<file path="src/rtl/alu_issue_if.sv">
// alu_issue_if: issue-stage bundle (instruction handshake, ALU drive/return, retire status, debug read)
//   master: instruction producer / ALU / debug host side
//   slave : alu_issue_ctrl side
//   Optional zflag signal present when ALU_ZERO_FLAG_EN is defined.
interface alu_issue_if #(
   parameter int DATA_W = 4,
   parameter int RA_W   = 2
);
   logic              in_valid;
   logic              in_ready;
   logic [12:0]       instr;
   logic              alu_en;
   logic              alu_cin;
   logic [3:0]        alu_op;
   logic [DATA_W-1:0] alu_a;
   logic [DATA_W-1:0] alu_b;
   logic [DATA_W-1:0] alu_y;
   logic              done;
   logic              err;
   logic [DATA_W-1:0] result;
   logic [RA_W-1:0]   dbg_addr;
   logic [DATA_W-1:0] dbg_data;
`ifdef ALU_ZERO_FLAG_EN
   logic              zflag;
`endif
   modport slave (
      input  in_valid, instr, alu_y, dbg_addr,
      output in_ready, alu_en, alu_cin, alu_op, alu_a, alu_b, done, err, result, dbg_data
`ifdef ALU_ZERO_FLAG_EN
      , output zflag
`endif
   );
   modport master (
      output in_valid, instr, alu_y, dbg_addr,
      input  in_ready, alu_en, alu_cin, alu_op, alu_a, alu_b, done, err, result, dbg_data
`ifdef ALU_ZERO_FLAG_EN
      , input zflag
`endif
   );
endinterface

</file>
<file path="src/rtl/alu_issue_ctrl.sv">
// alu_issue_ctrl: issue/control stage driving a 4-bit registered ALU with a 4x4 register file
//   clk, rst_n (async active-low)
//   bus.slave: in_valid/in_ready/instr handshake; alu_en/cin/op/a/b to ALU, alu_y back;
//              done/err/result retire pulse; dbg_addr/dbg_data combinational regfile read;
//              zflag (result==0 of last non-error writeback) when ALU_ZERO_FLAG_EN is defined.
module alu_issue_ctrl #(
   parameter int DATA_W = 4,
   parameter int NREG   = 4,
   parameter int RA_W   = 2
) (
   input logic        clk,
   input logic        rst_n,
   alu_issue_if.slave bus
);
   typedef enum logic [1:0] {IDLE, ISSUE, WB} state_t;
   state_t            state, state_nx;
   logic [12:0]       ir;
   logic [DATA_W-1:0] rf [NREG];
   logic [DATA_W-1:0] wval;
   logic              accept, in_alu, ir_ill;
   // Only combinations with a fully defined ALU result are legal.
   function automatic logic legal(input logic [3:0] op, input logic cin);
      return op < 4'd4 || (!cin && op <= 4'd8);
   endfunction
   assign accept = state == IDLE && bus.in_valid;
   assign in_alu = !bus.instr[12] && legal(bus.instr[11:8], bus.instr[7]);
   assign ir_ill = !ir[12] && !legal(ir[11:8], ir[7]);
   assign wval   = ir[12] ? DATA_W'(ir[3:0]) : ir_ill ? '0 : bus.alu_y;
   assign bus.dbg_data = rf[bus.dbg_addr];
   always_comb begin
      state_nx     = IDLE;
      bus.in_ready = state == IDLE;
      bus.alu_en   = state == ISSUE;
      bus.done     = state == WB;
      bus.err      = state == WB && ir_ill;
      bus.result   = state == WB ? wval : '0;
      if (state == IDLE) state_nx = !bus.in_valid ? IDLE : in_alu ? ISSUE : WB;
      else if (state == ISSUE) state_nx = WB;
   end
   always_ff @(posedge clk or negedge rst_n) begin
      if (!rst_n) begin
         state       <= IDLE;
         ir          <= '0;
         bus.alu_a   <= '0;
         bus.alu_b   <= '0;
         bus.alu_op  <= '0;
         bus.alu_cin <= 1'b0;
         for (int i = 0; i < NREG; i++) rf[i] <= '0;
`ifdef ALU_ZERO_FLAG_EN
         bus.zflag   <= 1'b0;
`endif
      end else begin
         state <= state_nx;
         if (accept) ir <= bus.instr;
         // Operands are sampled on the accept edge so they are stable throughout ISSUE.
         if (accept && in_alu) begin
            bus.alu_a   <= rf[bus.instr[4:3]];
            bus.alu_b   <= rf[bus.instr[2:1]];
            bus.alu_op  <= bus.instr[11:8];
            bus.alu_cin <= bus.instr[7];
         end
         if (state == WB && !ir_ill) begin
            rf[ir[6:5]] <= wval;
`ifdef ALU_ZERO_FLAG_EN
            bus.zflag   <= wval == '0;
`endif
         end
      end
   end
endmodule
</file>
<file path="src/flat_wrapper.sv">
// flat-port wrapper written by rule: the top's interface ports become plain ports
module alu_issue_ctrl_flat 
#(
   parameter int DATA_W = 4,
   parameter int NREG   = 4,
   parameter int RA_W   = 2
)
  (clk, rst_n, bus_in_valid, bus_instr, bus_alu_y, bus_dbg_addr, bus_in_ready, bus_alu_en, bus_alu_cin, bus_alu_op, bus_alu_a, bus_alu_b, bus_done, bus_err, bus_result, bus_dbg_data);
  alu_issue_if #(.DATA_W(DATA_W), .RA_W(RA_W)) bus_i ();
  input logic clk;
  input logic rst_n;
  input wire logic [$bits(bus_i.in_valid)-1:0] bus_in_valid;
  input wire logic [$bits(bus_i.instr)-1:0] bus_instr;
  input wire logic [$bits(bus_i.alu_y)-1:0] bus_alu_y;
  input wire logic [$bits(bus_i.dbg_addr)-1:0] bus_dbg_addr;
  output wire logic [$bits(bus_i.in_ready)-1:0] bus_in_ready;
  output wire logic [$bits(bus_i.alu_en)-1:0] bus_alu_en;
  output wire logic [$bits(bus_i.alu_cin)-1:0] bus_alu_cin;
  output wire logic [$bits(bus_i.alu_op)-1:0] bus_alu_op;
  output wire logic [$bits(bus_i.alu_a)-1:0] bus_alu_a;
  output wire logic [$bits(bus_i.alu_b)-1:0] bus_alu_b;
  output wire logic [$bits(bus_i.done)-1:0] bus_done;
  output wire logic [$bits(bus_i.err)-1:0] bus_err;
  output wire logic [$bits(bus_i.result)-1:0] bus_result;
  output wire logic [$bits(bus_i.dbg_data)-1:0] bus_dbg_data;
  assign bus_i.in_valid = bus_in_valid;
  assign bus_i.instr = bus_instr;
  assign bus_i.alu_y = bus_alu_y;
  assign bus_i.dbg_addr = bus_dbg_addr;
  assign bus_in_ready = bus_i.in_ready;
  assign bus_alu_en = bus_i.alu_en;
  assign bus_alu_cin = bus_i.alu_cin;
  assign bus_alu_op = bus_i.alu_op;
  assign bus_alu_a = bus_i.alu_a;
  assign bus_alu_b = bus_i.alu_b;
  assign bus_done = bus_i.done;
  assign bus_err = bus_i.err;
  assign bus_result = bus_i.result;
  assign bus_dbg_data = bus_i.dbg_data;
  alu_issue_ctrl #(.DATA_W(DATA_W), .NREG(NREG), .RA_W(RA_W)) u_core (.clk(clk), .rst_n(rst_n), .bus(bus_i));
endmodule
</file>
<file path="config.mk">
export PLATFORM = sky130hd
export DESIGN_NAME = alu_issue_ctrl_flat
export DESIGN_NICKNAME = d
export VERILOG_FILES = /design/src/rtl/alu_issue_if.sv /design/src/rtl/alu_issue_ctrl.sv /design/src/flat_wrapper.sv
export SDC_FILE = /design/constraint.sdc
export NUM_CORES = 1
export LEC_CHECK = 0
export CORE_ASPECT_RATIO = 0.8
export CORE_UTILIZATION = 54
export CTS_CLUSTER_DIAMETER = 100
export CTS_CLUSTER_SIZE = 12
export DETAILED_ROUTE_END_ITERATION = 10
export GPL_TIMING_DRIVEN = 0
export HOLD_SLACK_MARGIN = 0.1
export PLACE_DENSITY = 0.84
export SYNTH_ARGS = -nofsm -noshare
export SYNTH_HDL_FRONTEND = slang
export SYNTH_SLANG_ARGS = --single-unit
</file>
<file path="constraint.sdc">
create_clock -name clk -period 3.5 [get_ports clk]
set_input_delay 0.7 -clock clk [delete_from_list [all_inputs] [get_ports clk]]
set_output_delay 0.7 -clock clk [all_outputs]
set_load 0.02 [all_outputs]
</file>
==> results.toml <==
[outcome]
status = "completed"

[floorplanning]
initial_utilization_pct = 56.4
ios = 47
die_area_mm2 = 0.00423
core_mm2 = 0.00380
die_h_um = 58.4
row_count = 20
die_w_um = 72.5

[critical_path]
worstPathRequired_ns = 2.80
worstRegToRegCells = 4
crit_path_max_fanout = 6
r2r_setup_slack_ns = 1.63
crit_chain = "or4_1 -> buf_2 -> a311o_1 -> nor2b_1 -> clkdlybuf4s50_1"
r2r_end = "u_core.rf[12]$_DFFE_PN0P_"
path_buf_inv = 2
cpLargestDelayFamily = "buffers and inverters"
worst-setup-path-type = "reg2out"
cp.arrival_ns = 2.57
startpoint_type = "flop"
critPathMaxStageDelay_ns = 0.62
timing.rr.start = "u_core.ir[7]$_DFFE_PN0P_"
endpoint_kind = "primary output"
slowest_stage = "clkdlybuf4s50_1"

[clock_network]
clock_sinks = 43
clk_latency_ns = 0.30
post-cts-setup-buffers = 0
ctsResizeCount = 0
clkSlewWorstSetupHoldPaths_ns = 0.09
htreeDepth = 2
cts_tree = "yes"
cts_root_buf = "clkbuf_8"
cts_hold_buf = 0
cts-buffers-inserted = 5
clockBufferDepth = 2

[logic_synthesis]
yosysUniqueCellTypes = 25
yosysWarnings = 0
syn_inst = 133
ys_ff_latch = 43
synth_seq_area_share_pct = 50.1
synth_area_mm2 = 0.00215
syn_area_per_cell_um2 = 16.1
syn_nets = 155

[cells_and_area]
area_growth_pct = 30.8
final_common_cell = "clkdlybuf4s50_1"
fin_nets = 208
layout_common_cells = "clkdlybuf4s50_1 (45), dfrtp_1 (43), mux2_1 (28), mux2_2 (17), mux4_2 (12)"
final_area_mm2 = 0.00281
antenna_cells = 0
instances_no_fill = 242
nFillCells = 251
drive_gt1_share_pct = 26.2

[power_and_ir_drop]
p_leak_nw = 1.12
power_density_mw_per_mm2 = 741
peakVddDrop_mv = 0.548

[timing]
worst_slew_margin_rel_pct = 39.2
grt_setup_unrepaired = "false"
worst_pin_slew_ns = 0.912
timing.final.crit_share_pct = 93.4
max_freq_mhz = 306
finalSetupViolations = 0
tns_ns = 0
period_needed_ns = 3.27
finalMaxSlewViolations = 0
skew_ns = 0.0127
hold_viol_final = 0
setup_ws_ns = 0.230
hold_slack_ns = 0.494

[global_route]
antenna_found_initial = 0
gr-total-overflow = 0
grt.total_usage_pct = 24.7
grt_pass1_vias = 1498
grt_pass1_wl_um = 7570
grt_max_degree = 44

[detailed_routing]
wl_met3_um = 216
drt-total-wl_um = 4570
top_layer = "met4"
detail-route-antenna-nets = 0
dr_wl_met2_um = 2260
firstDrtPassIters = 4
drt_iter0_drc = 33
via_count = 1382
drt-met1-wl_um = 2080
drc = 0
routedWlPerCell_um = 18.9
vias_per_cell = 5.71

[min_path]
whs_path_depth = 1
worstHoldStart = "u_core.bus.alu_a[0]$_DFFE_PN0P_"
holdCritPathClass = "reg2reg"
hold-path-endpoint = "u_core.bus.alu_a[0]$_DFFE_PN0P_"

[placement]
placed_cells = 234
gp_congestion = 0.840
dpl_cell_area_mm2 = 0.00267
dp.final_hpwl_um = 3360
dp_slack_ns = 0.363
portBuffers = 46

[run]
cap_violations = 0
## metrics by stage
stage          utilization, %  power [mW]
3_3_place_gp             70.3        1.57
6_report                 73.8        2.08
3_5_place_dp             70.2        1.62
4_1_cts                  73.8        2.09
5_1_grt                  73.8        2.18
2_1_floorplan               -        1.27
## per-layer routing
layer,GRT usage (%),vias to the layer above
li1,-,621
met1,33.7,712
met2,40.7,45
met3,6.34,4
met4,5.32,0
met5,0,-
## worst max-delay path by stage
stage | start | to | slack (ns) | depth (start not counted)
after floorplan | u_core.ir[7]$_DFFE_PN0P_ | bus_result[0] | 1.10 | 4
after detailed placement | bus_dbg_addr[0] | bus_dbg_data[1] | 0.36 | 3
after CTS | u_core.ir[7]$_DFFE_PN0P_ | bus_result[1] | 0.21 | 5
after global routing | u_core.ir[7]$_DFFE_PN0P_ | bus_result[1] | 0.15 | 5
after global placement | bus_dbg_addr[0] | bus_dbg_data[3] | 0.37 | 3
final | u_core.ir[7]$_DFFE_PN0P_ | bus_result[1] | 0.23 | 5
## cell type report
type / instances / area [µm²] / area share (%)
clock buffer: 5 / 68.8 / 2.45
buffer: 4 / 25.0 / 0.892
sequential: 43 / 1080 / 38.3
clock inverter: 3 / 67.6 / 2.41
multi-input combinational: 83 / 1030 / 36.8
inverter: 3 / 11.3 / 0.401
tap: 55 / 68.8 / 2.45
timing repair buffer: 46 / 455 / 16.2
## power breakdown
group          switching, mW  total [mW]  internal [mW]
logic                  0.333       0.775          0.442
registers              0.162       0.843          0.682
clock network          0.176       0.460          0.285
## Yosys cell counts (all sizes together)
| cell type | n | area [µm²] |
|---|---|---|
| o211ai | 1 | 12.5 |
| nor2b | 5 | 31.3 |
| or4b | 1 | 10.0 |
| nand4bb | 2 | 22.5 |
| or4 | 1 | 7.51 |
| clkbuf | 1 | 3.75 |
| mux2 | 45 | 507 |
| buf | 3 | 21.3 |
| a31oi | 4 | 85.1 |
| nor4 | 1 | 6.26 |
| a311o | 1 | 10.0 |
| a21o | 1 | 7.51 |
| o21ba | 1 | 10.0 |
| dfrtp | 43 | 1080 |
| or2 | 1 | 6.26 |
| mux4 | 12 | 270 |
| a21oi | 1 | 5.00 |
| nor3b | 1 | 12.5 |
| inv | 3 | 11.3 |
| nor2 | 2 | 7.51 |
| o21ai | 1 | 5.00 |
| nand4b | 1 | 8.76 |
| and4 | 1 | 8.76 |
## flip-flops by register name (all words and copies together), names as in the netlist
signal              count
u_core.state            2
u_core.rf              16
u_core.bus.alu_op       4
u_core.bus.alu_b        4
u_core.ir              12
u_core.bus.alu_a        4
u_core.bus.alu_cin      1
## cell families (layout without fill, tap and decap cells)
group / Yosys count / count (layout) / share of synthesized area, %
AOI/OAI and AO/OA: 10 / 10 / 6.30
buffers and inverters: 7 / 61 / 1.69
DFF: 43 / 43 / 50.1
muxes: 57 / 57 / 36.2
and+or+nand+nor: 16 / 16 / 5.66
Note: power is estimated with default switching activity, not from simulation.
